## config.mk

```make
export PLATFORM = sky130hd
export DESIGN_NAME = sp_ram_arb2
export DESIGN_NICKNAME = d
export VERILOG_FILES = /design/src/rtl/sp_ram_arb2.sv
export SDC_FILE = /design/constraint.sdc
export NUM_CORES = 1
export LEC_CHECK = 0
export CAP_MARGIN = 20
export CORE_MARGIN = 2
export CORE_UTILIZATION = 57
export CTS_BUF_LIST = sky130_fd_sc_hd__clkbuf_16
export CTS_CLUSTER_SIZE = 30
export DETAILED_ROUTE_END_ITERATION = 8
export DONT_BUFFER_PORTS = 1
export PLACE_DENSITY = 0.84
export SETUP_SLACK_MARGIN = 0.5
export SKIP_LAST_GASP = 1
export SLEW_MARGIN = 0
export SYNTH_ARGS = -nofsm -noshare
export SYNTH_HDL_FRONTEND = slang
export SYNTH_SLANG_ARGS = --single-unit
```

## constraint.sdc

```tcl
create_clock -name clk -period 1.6 [get_ports clk]
set_input_delay 0.32 -clock clk [delete_from_list [all_inputs] [get_ports clk]]
set_output_delay 0.32 -clock clk [all_outputs]
set_load 0.005 [all_outputs]
```

## src/rtl/sp_ram_arb2.sv

```systemverilog
// sp_ram_arb2: round-robin burst arbiter and address sequencer that lets two
// requesters share one single-port, 1-cycle-latency, no-change block RAM.
//
// Ports:
//   clk, resetn            clock, async active-low reset
//   mN_req/we/addr/blen    burst request and parameters (N = 0, 1)
//   mN_wdata, mN_ack       per-beat write data, beat accepted (combinational)
//   mN_rvalid, mN_rdata    read return, registered valid, data from ram_dout
//   ram_en/we/addr/di      RAM drive
//   ram_dout               RAM read data
module sp_ram_arb2 #(
    parameter int ADDR_WIDTH = 10,
    parameter int DATA_WIDTH = 16,
    parameter int BLEN_WIDTH = 4
) (
    input  logic                  clk,
    input  logic                  resetn,
    input  logic                  m0_req,
    input  logic                  m0_we,
    input  logic [ADDR_WIDTH-1:0] m0_addr,
    input  logic [BLEN_WIDTH-1:0] m0_blen,
    input  logic [DATA_WIDTH-1:0] m0_wdata,
    output logic                  m0_ack,
    output logic                  m0_rvalid,
    output logic [DATA_WIDTH-1:0] m0_rdata,
    input  logic                  m1_req,
    input  logic                  m1_we,
    input  logic [ADDR_WIDTH-1:0] m1_addr,
    input  logic [BLEN_WIDTH-1:0] m1_blen,
    input  logic [DATA_WIDTH-1:0] m1_wdata,
    output logic                  m1_ack,
    output logic                  m1_rvalid,
    output logic [DATA_WIDTH-1:0] m1_rdata,
    output logic                  ram_en,
    output logic                  ram_we,
    output logic [ADDR_WIDTH-1:0] ram_addr,
    output logic [DATA_WIDTH-1:0] ram_di,
    input  logic [DATA_WIDTH-1:0] ram_dout
);

    localparam logic [0:0] S_IDLE  = 1'b0;
    localparam logic [0:0] S_BURST = 1'b1;

    logic [0:0]            state_q, state_d;
    logic                  owner_q, owner_d;
    logic                  last_q, last_d;
    logic                  we_q, we_d;
    logic [ADDR_WIDTH-1:0] addr_q, addr_d;
    logic [BLEN_WIDTH-1:0] cnt_q, cnt_d;
    logic                  rtag_v_q, rtag_v_d;
    logic                  rtag_p_q, rtag_p_d;

    logic own_req;
    logic beat;
    logic gnt;

    assign own_req = owner_q ? m1_req : m0_req;
    assign beat    = (state_q == S_BURST) & own_req;

    // A tie goes to whoever was not served last; otherwise the sole requester.
    assign gnt = (m0_req & m1_req) ? ~last_q : m1_req;

    assign ram_en   = beat;
    assign ram_we   = beat & we_q;
    assign ram_addr = addr_q;
    assign ram_di   = owner_q ? m1_wdata : m0_wdata;

    assign m0_ack = beat & ~owner_q;
    assign m1_ack = beat & owner_q;

    assign m0_rvalid = rtag_v_q & ~rtag_p_q;
    assign m1_rvalid = rtag_v_q & rtag_p_q;
    assign m0_rdata  = ram_dout;
    assign m1_rdata  = ram_dout;

    always_comb begin
        state_d  = state_q;
        owner_d  = owner_q;
        last_d   = last_q;
        we_d     = we_q;
        addr_d   = addr_q;
        cnt_d    = cnt_q;
        rtag_v_d = beat & ~we_q;
        rtag_p_d = owner_q;
        unique case (state_q)
            S_IDLE: begin
                if (m0_req | m1_req) begin
                    state_d = S_BURST;
                    owner_d = gnt;
                    we_d    = gnt ? m1_we : m0_we;
                    addr_d  = gnt ? m1_addr : m0_addr;
                    cnt_d   = gnt ? m1_blen : m0_blen;
                end
            end
            S_BURST: begin
                if (beat) begin
                    addr_d = addr_q + 1'b1;
                    cnt_d  = cnt_q - 1'b1;
                    if (cnt_q == '0) begin
                        state_d = S_IDLE;
                        last_d  = owner_q;
                    end
                end
            end
        endcase
    end

    always_ff @(posedge clk or negedge resetn) begin
        if (!resetn) begin
            state_q  <= S_IDLE;
            owner_q  <= 1'b0;
            last_q   <= 1'b1;
            we_q     <= 1'b0;
            addr_q   <= '0;
            cnt_q    <= '0;
            rtag_v_q <= 1'b0;
            rtag_p_q <= 1'b0;
        end else begin
            state_q  <= state_d;
            owner_q  <= owner_d;
            last_q   <= last_d;
            we_q     <= we_d;
            addr_q   <= addr_d;
            cnt_q    <= cnt_d;
            rtag_v_q <= rtag_v_d;
            rtag_p_q <= rtag_p_d;
        end
    end

endmodule

```

==> flow_metrics.env, run 1 <==
export IMPL_p_total_uw=4450
export IMPL_gp_congestion=0.842
export IMPL_wl_per_cell_um=22.9
export IMPL_setup_violations=18
export IMPL_area_growth_pct=24.8
export IMPL_reg2reg_slack_ps=90
export IMPL_max_stage_delay_ps=410
export IMPL_overflow=0
export IMPL_pwr_share_clk_pct=15.9
export IMPL_vias_per_cell=7.03
export IMPL_skew_ps=2.87
export IMPL_pin_count=146
export IMPL_rsz0062_at_grt="true"
export IMPL_start_util_pct=58.9
export IMPL_cts_tree="done"
export IMPL_finalHoldViolCount=0
export IMPL_crit_buf_inv=1
export IMPL_synth_area_mux_share_pct=16.3
export IMPL_ys_types=42
export IMPL_drtIter0Drc=39
export IMPL_startpoint_type="flop"
export IMPL_p_comb_share_pct=58.6
export IMPL_avgSynthCellArea_um2=8.78
export IMPL_synth_xor_area_share_pct=0
export IMPL_drive_above_1_share_pct=46.4
export IMPL_cts_root_buf="clkbuf_16"
export IMPL_layout_commonest_cell="mux2_4"
export IMPL_crit_type="flop to output pin"
export IMPL_synth_top_family_by_area="compound AO/OA/AOI/OAI gates"
export IMPL_core_area_um2=2980
export IMPL_cts_sinks=20
export IMPL_antenna_left=0
export IMPL_r2r_end="cnt_q[3]"
export IMPL_fp_dieH_um=59.5
export IMPL_drc_errors=0
export IMPL_crit_slowest_cell="dfrtp_1"
export IMPL_sw_frac_of_total_pct=38.7
export IMPL_p_sw_uw=1720
export IMPL_slew_violations=0
export IMPL_internal_power_uw=2730
export IMPL_fin_crit_ps=1660
export IMPL_synth_simple_area_share_pct=16.3
export IMPL_p_leak_uw=0.000980
export IMPL_p_seq_share_pct=25.5
export IMPL_worstPathRequired_ps=1280
export IMPL_clk_pin_slew_ps=60
export IMPL_cts_buffers=3
export IMPL_worstSkewPairLatency_ps=260
export IMPL_port_buffers=0
export IMPL_wirelength_um=5160
export IMPL_synth_seq_cells=20
export IMPL_synth_adder_area_share_pct=2.14
export IMPL_cp_max_fo=4
export IMPL_row_count=20
export IMPL_synthCells=200
export IMPL_n_fill_cell=181
export IMPL_final_nets=278
export IMPL_synth_edf_count=0
export IMPL_dp_worst_setup_slack_ps=88.6
export IMPL_globalRouteTotalUtil_pct=26.4
export IMPL_ff2ff_path_depth=6
export IMPL_cts_max_level=1
export IMPL_p_per_area_nw_per_um2=2030
export IMPL_fin_ws_ps=-62.6
export IMPL_synth_compound_area_share_pct=18.7
export IMPL_grt_pass1_vias=1513
export IMPL_multi_input_area_um2=1160
export IMPL_regArea_um2=508
export IMPL_critPathTopFamily="flip-flops"
export IMPL_grt_max_degree=21
export IMPL_diodes=0
export IMPL_violations="negative setup slack"
export IMPL_run_status="finished with violations"
export IMPL_first_pass_iters=4
export IMPL_clockBufferDepth=2
export IMPL_crit_start="owner_q"
export IMPL_cap_viol_max_count=0
export IMPL_hold_path_class="input pin to async pin"
export IMPL_reg2reg_from="owner_q"
export IMPL_arrival_ps=1340
export IMPL_grt_first_pass_wirelength_um=7140
export IMPL_yosys_most_used_dff="dfrtp_1"
export IMPL_vias=1581
export IMPL_die_area_um2=3540
export IMPL_dp_hpwl_um=3300
export IMPL_die_x_um=59.5
export IMPL_async_flop_share_pct=100
export IMPL_crit_chain="buf_6 -> mux2i_4 -> nor2_2 -> and2_4"
export IMPL_yosysWarnings=0
export IMPL_synth_nets=285
export IMPL_slew_headroom_pct=38.0
export IMPL_synth_area_um2=1760
export IMPL_fmax_mhz=601
export IMPL_layout_common_cells="mux2_4 (19), buf_4 (16), nand2_1 (14), dfrtp_1 (14), buf_6 (10)"
export IMPL_antenna_found_initial=0
export IMPL_worstSetupEndpointType="output pin"
export IMPL_ir_drop_uv=1150
export IMPL_synth_seq_area_share_pct=28.6
export IMPL_period_share_pct=104
export IMPL_worst_pin_slew_ps=928
==> synth_stat cells (2+ instances only) <==
library cell | n | area share [%]
a211oi_1 | 2 | 0.86
a21oi_1 | 4 | 1.1
a22o_1 | 2 | 1.0
a2bb2oi_1 | 2 | 1.0
a31oi_1 | 2 | 0.71
and2_1 | 2 | 0.71
and3_1 | 5 | 1.8
buf_2 | 7 | 2.0
buf_4 | 32 | 14
clkbuf_1 | 4 | 0.86
dfrtp_1 | 19 | 27
ha_1 | 3 | 2.1
inv_1 | 4 | 0.86
mux2_2 | 20 | 13
mux2i_1 | 6 | 3.4
nand2_1 | 15 | 3.2
nand2b_1 | 5 | 1.8
nand3_1 | 7 | 2.0
nand4_1 | 3 | 1.1
nor2_1 | 7 | 1.5
nor3_1 | 6 | 1.7
nor3b_1 | 2 | 0.86
o21ai_0 | 12 | 3.4
o22a_1 | 4 | 2.0
o22ai_1 | 8 | 2.9
==> metrics by stage <==
stage               instances  setup TNS [ps]  instance area [um2]  hold slack (ps)  utilization (%)
floorplan                 200               0                 1900             24.4                -
global placement          198               0                 1660             24.8             55.6
detailed placement        198               0                 1660             24.7             55.6
CTS                       218               0                 2040              207             68.5
global route              225            -665                 2190              201             73.6
finish                    225            -232                 2190              189             73.6
==> worst reg2reg max path, cell delays in order, from the launching register on <==
cell      delay [ps]
dfrtp_1          410
buf_4            160
nand2b_4         160
o22ai_4          220
buf_4            160
o22ai_1           70
a211oi_1         230
==> routing by layer <==
metal	vias up	track usage, %	routed length [um]
met5	-	0	0
met4	0	6.03	89
met3	12	6.55	526
met2	124	52.9	2850
met1	771	26.9	1700
li1	674	-	-
==> how the worst max path moves through the flow <==
stage	end	slack (ps)	cells past startpoint
3_5_place_dp	ram_we	90	4
4_1_cts	ram_di[13]	9	3
6_report	ram_we	-60	4
2_1_floorplan	ram_addr[1]	180	5
5_1_grt	ram_we	-100	4
3_3_place_gp	ram_we	140	4
==> what timing repair did <==
action / in CTS / in global routing
gates resized for setup: 33 / 23
buffers inserted: 13 / 7
hold buffers: 1 / 0
gates cloned: 2 / 0
endpoints found under the hold margin: 20 / 0
setup endpoints to repair: 42 / 60
pin swaps: 5 / 8
==> area by class of cell <==
type,instances,share of cell area [%]
repair buffers,32,16.3
clock inverters,1,1.37
clock buffers,3,3.43
inverters,4,0.800
multi-input cells,132,53.0
flip-flops and latches,20,23.2
well taps,33,1.88
==> power groups by stage <==
stage	combinational, uW	clock (uW)	sequential [uW]
after floorplan	1640	0	978
after global placement	1660	0	1060
after detailed placement	1760	0	1090
after CTS	2310	694	1100
after global routing	2770	731	1170
final	2610	707	1140
==> sequential cells by signal, indices dropped and copies added, names as in the netlist <==
signal	count
cnt_q	4
we_q	1
last_q	1
ram_addr	10
rtag_p_q	1
rtag_v_q	1
state_q	1
owner_q	1
==> kinds of logic (layout without fill, tap and decap cells) <==
| family | count (synthesis) | count (layout) |
|---|---|---|
| muxes | 26 | 26 |
| AOI/OAI and AO/OA | 47 | 47 |
| adders and majority gates | 3 | 3 |
| DFF | 20 | 20 |
| buffers and inverters | 48 | 40 |
| and+or+nand+nor | 56 | 56 |
Note: power is estimated with default switching activity, not from simulation.
==> inputs of run 2 (changes only) <==
--- a/config.mk
+++ b/config.mk
@@ -6,6 +6,7 @@
 export NUM_CORES = 1
 export LEC_CHECK = 0
 export CAP_MARGIN = 20
+export CORE_ASPECT_RATIO = 1.1
 export CORE_MARGIN = 2
 export CORE_UTILIZATION = 57
 export CTS_BUF_LIST = sky130_fd_sc_hd__clkbuf_16
==> run 2 against run 1 <==
The flow now finishes without violations. Core utilization shrank 0.26 points. Critical path depth did not move. Combinational power grew 5%. Die area is essentially flat. Clock power is 24% lower.
==> flow_metrics.env, run 2 (synthesis gave the netlist of run 1 again) <==
export IMPL_final_nets=281
export IMPL_cap_viol_max_count=0
export IMPL_crit_type="flop to output pin"
export IMPL_diodes=0
export IMPL_internal_power_uw=2610
export IMPL_crit_chain="buf_6 -> mux2i_4 -> nor2_4 -> and2_4"
export IMPL_clockBufferDepth=2
export IMPL_cts_root_buf="clkbuf_16"
export IMPL_p_comb_share_pct=61.8
export IMPL_placed_cell_area_um2=1660
export IMPL_layout_commonest_cell="buf_4"
export IMPL_reg2reg_from="owner_q"
export IMPL_wirelength_um=5320
export IMPL_die_x_um=56.9
export IMPL_overflow=0
export IMPL_slew_violations=0
export IMPL_min_to="state_q"
export IMPL_hold_path_class="input pin to flop"
export IMPL_tns_ps=0
export IMPL_port_buffers=0
export IMPL_worst_pin_slew_ps=478
export IMPL_reg2reg_slack_ps=50
export IMPL_ir_drop_uv=1500
export IMPL_die_area_um2=3540
export IMPL_ff2ff_path_depth=6
export IMPL_worstSetupEndpointType="output pin"
export IMPL_area_growth_pct=25.1
export IMPL_r2r_end="ram_addr[6]"
export IMPL_cp_max_fo=4
export IMPL_vias_per_cell=7.06
export IMPL_layout_common_cells="buf_4 (19), mux2_4 (18), dfrtp_1 (14)"
export IMPL_row_count=21
export IMPL_arrival_ps=1270
export IMPL_globalRouteTotalUtil_pct=25.8
export IMPL_crit_buf_inv=1
export IMPL_critPathTopFamily="flip-flops"
export IMPL_max_stage_delay_ps=410
export IMPL_dr_max_layer_used="met4"
export IMPL_regArea_um2=508
export IMPL_cts_tree="done"
export IMPL_antenna_left=0
export IMPL_dp_hpwl_um=3280
export IMPL_pwr_share_clk_pct=12.1
export IMPL_gp_congestion=0.833
export IMPL_grt_pass1_vias=1595
export IMPL_grt_max_degree=23
export IMPL_worstSkewPairLatency_ps=260
export IMPL_finalHoldViolCount=0
export IMPL_antenna_found_initial=0
export IMPL_wl_met2_um=2810
export IMPL_crit_slowest_cell="dfrtp_1"
export IMPL_vias=1617
export IMPL_run_status="completed"
export IMPL_p_leak_uw=0.000954
export IMPL_wl_met1_um=1710
export IMPL_wl_per_cell_um=23.2
export IMPL_cts_buffers=3
export IMPL_startpoint_type="flop"
export IMPL_p_sw_uw=1800
export IMPL_fp_dieH_um=62.2
export IMPL_rsz0062_at_grt="true"
export IMPL_setup_violations=0
export IMPL_fmax_mhz=629
export IMPL_largest_reg_flops=10
export IMPL_cts_max_level=1
export IMPL_p_seq_share_pct=26.1
export IMPL_cts_sinks=20
export IMPL_holdPathStages=1
export IMPL_final_area_um2=2200
export IMPL_worstPathRequired_ps=1280
export IMPL_sw_frac_of_total_pct=40.8
export IMPL_drc_errors=0
export IMPL_first_pass_iters=4
export IMPL_core_area_um2=3000
export IMPL_skew_ps=2.51
export IMPL_n_fill_cell=206
export IMPL_grt_first_pass_wirelength_um=7220
export IMPL_multi_input_area_um2=1210
export IMPL_start_util_pct=58.6
export IMPL_drtIter0Drc=42
export IMPL_period_share_pct=99.3
export IMPL_dr_wl_met3_um=610
export IMPL_p_total_uw=4410
export IMPL_pin_count=146
export IMPL_min_delay_start="m0_req"
export IMPL_fin_crit_ps=1590
export IMPL_clk_pin_slew_ps=60
export IMPL_drive_above_1_share_pct=51.3
export IMPL_slew_headroom_pct=68.0
export IMPL_p_per_area_nw_per_um2=2010
[run 2: cell types whose count changed in the layout (fill, tap and decap cells not counted), moves of 2 or more]
cell,before,now
nand2_1,14,12
buf_12,4,2
nand2_2,0,3
o21ai_2,1,6
o21ai_0,4,2
o21ai_1,8,5
buf_4,16,19
[run 2: stage by stage]
step / instances / util (%) / hold slack (ps) / worst slack (ps)
after CTS: 222 / 68.3 / 187 / 4.51
after global routing: 229 / 73.3 / 184 / -33.4
final: 229 / 73.3 / 190 / 10.9
after detailed placement: 200 / 55.6 / 25.0 / 59.4
after floorplan: 200 / - / 24.4 / 180
after global placement: 200 / 55.6 / 25.0 / 157
[run 2: final cells by class]
class / instances / share of cell area, %
flip-flops and latches: 20 / 23.1
repair buffers: 34 / 15.6
multi-input cells: 133 / 55.0
clock buffers: 3 / 3.42
well taps: 34 / 1.94
inverters: 4 / 0.798
clock inverters: 1 / 0.171
[run 2: power groups by stage]
stage / Clock, uW / Sequential (uW) / Combinational [uW]
finish: 535 / 1150 / 2730
floorplan: 0 / 978 / 1640
CTS: 535 / 1120 / 2320
global route: 554 / 1180 / 2900
detailed placement: 0 / 1090 / 1750
global placement: 0 / 1060 / 1670
[run 2: metal layers]
metal / global-route usage (%) / vias up
li1: - / 690
met1: 24.5 / 772
met2: 47.6 / 134
met3: 9.17 / 21
met4: 12.8 / 0
met5: 0 / -
[run 2: what timing repair did]
action	CTS	global route
pin swaps	18	10
hold endpoints to repair	20	0
resized for setup	43	16
gates cloned	1	2
setup buffers	16	4
hold buffers	1	0
endpoints found under the setup margin	39	40
[run 2: how the worst max path moves through the flow]
stage	startpoint	end	slack, ps	depth (start not counted)
3_5_place_dp	owner_q	cnt_q[3]	60	4
2_1_floorplan	last_q	ram_addr[1]	180	5
3_3_place_gp	last_q	ram_addr[4]	160	4
4_1_cts	owner_q	ram_we	5	4
6_report	owner_q	ram_we	10	4
5_1_grt	owner_q	ram_we	-30	4
==> inputs of run 3 (changes only) <==
--- a/config.mk
+++ b/config.mk
@@ -13,7 +13,7 @@
 export CTS_CLUSTER_SIZE = 30
 export DETAILED_ROUTE_END_ITERATION = 8
 export DONT_BUFFER_PORTS = 1
-export PLACE_DENSITY = 0.84
+export PLACE_DENSITY = 0.75
 export SETUP_SLACK_MARGIN = 0.5
 export SKIP_LAST_GASP = 1
 export SLEW_MARGIN = 0
==> run 3 against run 2 <==
Register-to-register slack improved by 40 ps. Setup slack improved by 60 ps. Sequential cell count unchanged. Hold slack improved by 12 ps. Via count decreased by 7.4%. Sequential share of layout area increased by 1.3 points. Clock power decreased by 3%. Combinational power decreased by 10%. Final cell count decreased by 4.4%. Largest cell class unchanged. Largest power group unchanged. Highest routed layer unchanged.
==> flow_metrics.env, run 3 (synthesis gave the netlist of run 1 again) <==
export IMPL_run_status="completed"
export IMPL_r2r_end="cnt_q[2]"
export IMPL_drc_errors=0
export IMPL_vias_per_cell=6.84
export IMPL_place_inst=197
export IMPL_clk_pin_slew_ps=60
export IMPL_holdWs_ps=203
export IMPL_area_growth_pct=18.4
export IMPL_wirelength_um=4550
export IMPL_crit_cells=4
export IMPL_crit_type="flop to output pin"
export IMPL_p_leak_uw=0.000917
export IMPL_worstSetupEndpointType="output pin"
export IMPL_grt_max_degree=21
export IMPL_core_area_um2=3000
export IMPL_cts_tree="done"
export IMPL_port_buffers=0
export IMPL_cts_sinks=20
export IMPL_final_nets=271
export IMPL_arrival_ps=1210
export IMPL_ir_drop_uv=1130
export IMPL_worstPathRequired_ps=1280
export IMPL_die_area_um2=3540
export IMPL_endpoint="m0_ack"
export IMPL_finalHoldViolCount=0
export IMPL_cp_max_fo=4
export IMPL_p_per_area_nw_per_um2=1980
export IMPL_max_stage_delay_ps=450
export IMPL_diodes=0
export IMPL_fp_dieH_um=62.2
export IMPL_period_share_pct=95.6
export IMPL_die_x_um=56.9
export IMPL_critPathTopFamily="flip-flops"
export IMPL_overflow=0
export IMPL_drive_above_1_share_pct=44.9
export IMPL_row_count=21
export IMPL_grt_first_pass_wirelength_um=6820
export IMPL_clockBufferDepth=2
export IMPL_dr_max_layer_used="met4"
export IMPL_pin_count=146
export IMPL_wl_met1_um=1510
export IMPL_gp_congestion=0.846
export IMPL_fin_cells=219
export IMPL_wl_per_cell_um=20.8
export IMPL_reg2reg_slack_ps=90
export IMPL_slew_violations=0
export IMPL_fin_crit_ps=1530
export IMPL_vias=1497
export IMPL_ff2ff_path_depth=6
export IMPL_largest_reg_flops=10
export IMPL_layout_commonest_cell="mux2_4"
export IMPL_wl_met2_um=2350
export IMPL_worst_pin_slew_ps=966
export IMPL_fmax_mhz=654
export IMPL_globalRouteTotalUtil_pct=24.5
export IMPL_hold_path_class="input pin to flop"
export IMPL_tns_ps=0
export IMPL_cts_root_buf="clkbuf_16"
export IMPL_start_util_pct=58.6
export IMPL_layout_common_cells="mux2_4 (19), dfrtp_1 (14), nand2_1 (12), buf_4 (12), buf_6 (10)"
export IMPL_rsz0062_at_grt="true"
export IMPL_dr_wl_met3_um=497
export IMPL_drtIter0Drc=36
export IMPL_dp_worst_setup_slack_ps=74.5
export IMPL_crit_start="owner_q"
export IMPL_crit_chain="buf_6 -> nand2b_4 -> buf_4 -> nor2_4"
export IMPL_antenna_left=0
export IMPL_setup_violations=0
export IMPL_first_pass_iters=4
export IMPL_antenna_found_initial=0
export IMPL_worstSkewPairLatency_ps=260
export IMPL_fin_ws_ps=70.4
export IMPL_slew_headroom_pct=35.6
export IMPL_grt_pass1_vias=1438
export IMPL_cap_viol_max_count=0
export IMPL_reg2reg_from="owner_q"
export IMPL_startpoint_type="flop"
export IMPL_crit_buf_inv=2
export IMPL_cts_max_level=1
export IMPL_crit_slowest_cell="dfrtp_2"
export IMPL_skew_ps=7.35
export IMPL_dp_hpwl_um=3160
export IMPL_cts_buffers=3
==> run 3: changes by cell type in the layout (fill, tap and decap cells not counted), moves of 2 or more <==
| cell | before | now |
|---|---|---|
| o21ai_1 | 5 | 8 |
| o21ai_2 | 6 | 2 |
| nand2_4 | 0 | 2 |
| buf_4 | 19 | 12 |
| inv_2 | 2 | 0 |
| inv_1 | 1 | 4 |
| nand2_2 | 3 | 1 |
==> run 3: where the power goes <==
group          leakage, uW  switching, uW  internal, uW
clock network    0.0000423            188           333
registers         0.000234            377           774
logic             0.000640           1110          1330
total             0.000917           1680          2440
==> run 3: per-stage QoR <==
step	total power, uW	utilization (%)	cell area [um2]
global route	4390	69.4	2080
global placement	2710	54.8	1640
floorplan	2620	-	1900
detailed placement	2800	54.8	1640
CTS	3830	66.0	1980
finish	4120	69.4	2080
==> run 3: how the worst min path moves through the flow <==
stage / from / to / slack (ps) / depth (start not counted)
finish: m0_req / state_q / 200 / 1
global route: m0_req / state_q / 200 / 1
CTS: m0_req / state_q / 190 / 1
detailed placement: resetn / cnt_q[2] / 20 / 0
global placement: resetn / cnt_q[2] / 20 / 0
floorplan: resetn / cnt_q[0] / 20 / 0
==> run 3: area by class of cell <==
type,count,area [um2]
Timing Repair Buffer,25,250
Sequential cell,20,508
Clock buffer,3,75.1
Tap cell,34,42.5
Fill cell,223,917
Inverter,4,17.5
Multi-Input combinational cell,132,1180
Clock inverter,1,3.75
==> run 3: what timing repair did <==
| action | in CTS | in global routing |
|---|---|---|
| hold buffers | 1 | 0 |
| buffers inserted | 14 | 3 |
| pin swaps | 11 | 7 |
| gates resized for setup | 36 | 19 |
| endpoints found under the setup margin | 40 | 60 |
| endpoints found under the hold margin | 20 | 0 |
==> run 3: metal layers <==
layer  track usage, %  vias up
li1                 -      663
met1             26.7      708
met2             42.1      111
met3             7.29       15
met4             12.8        0
met5                0        -
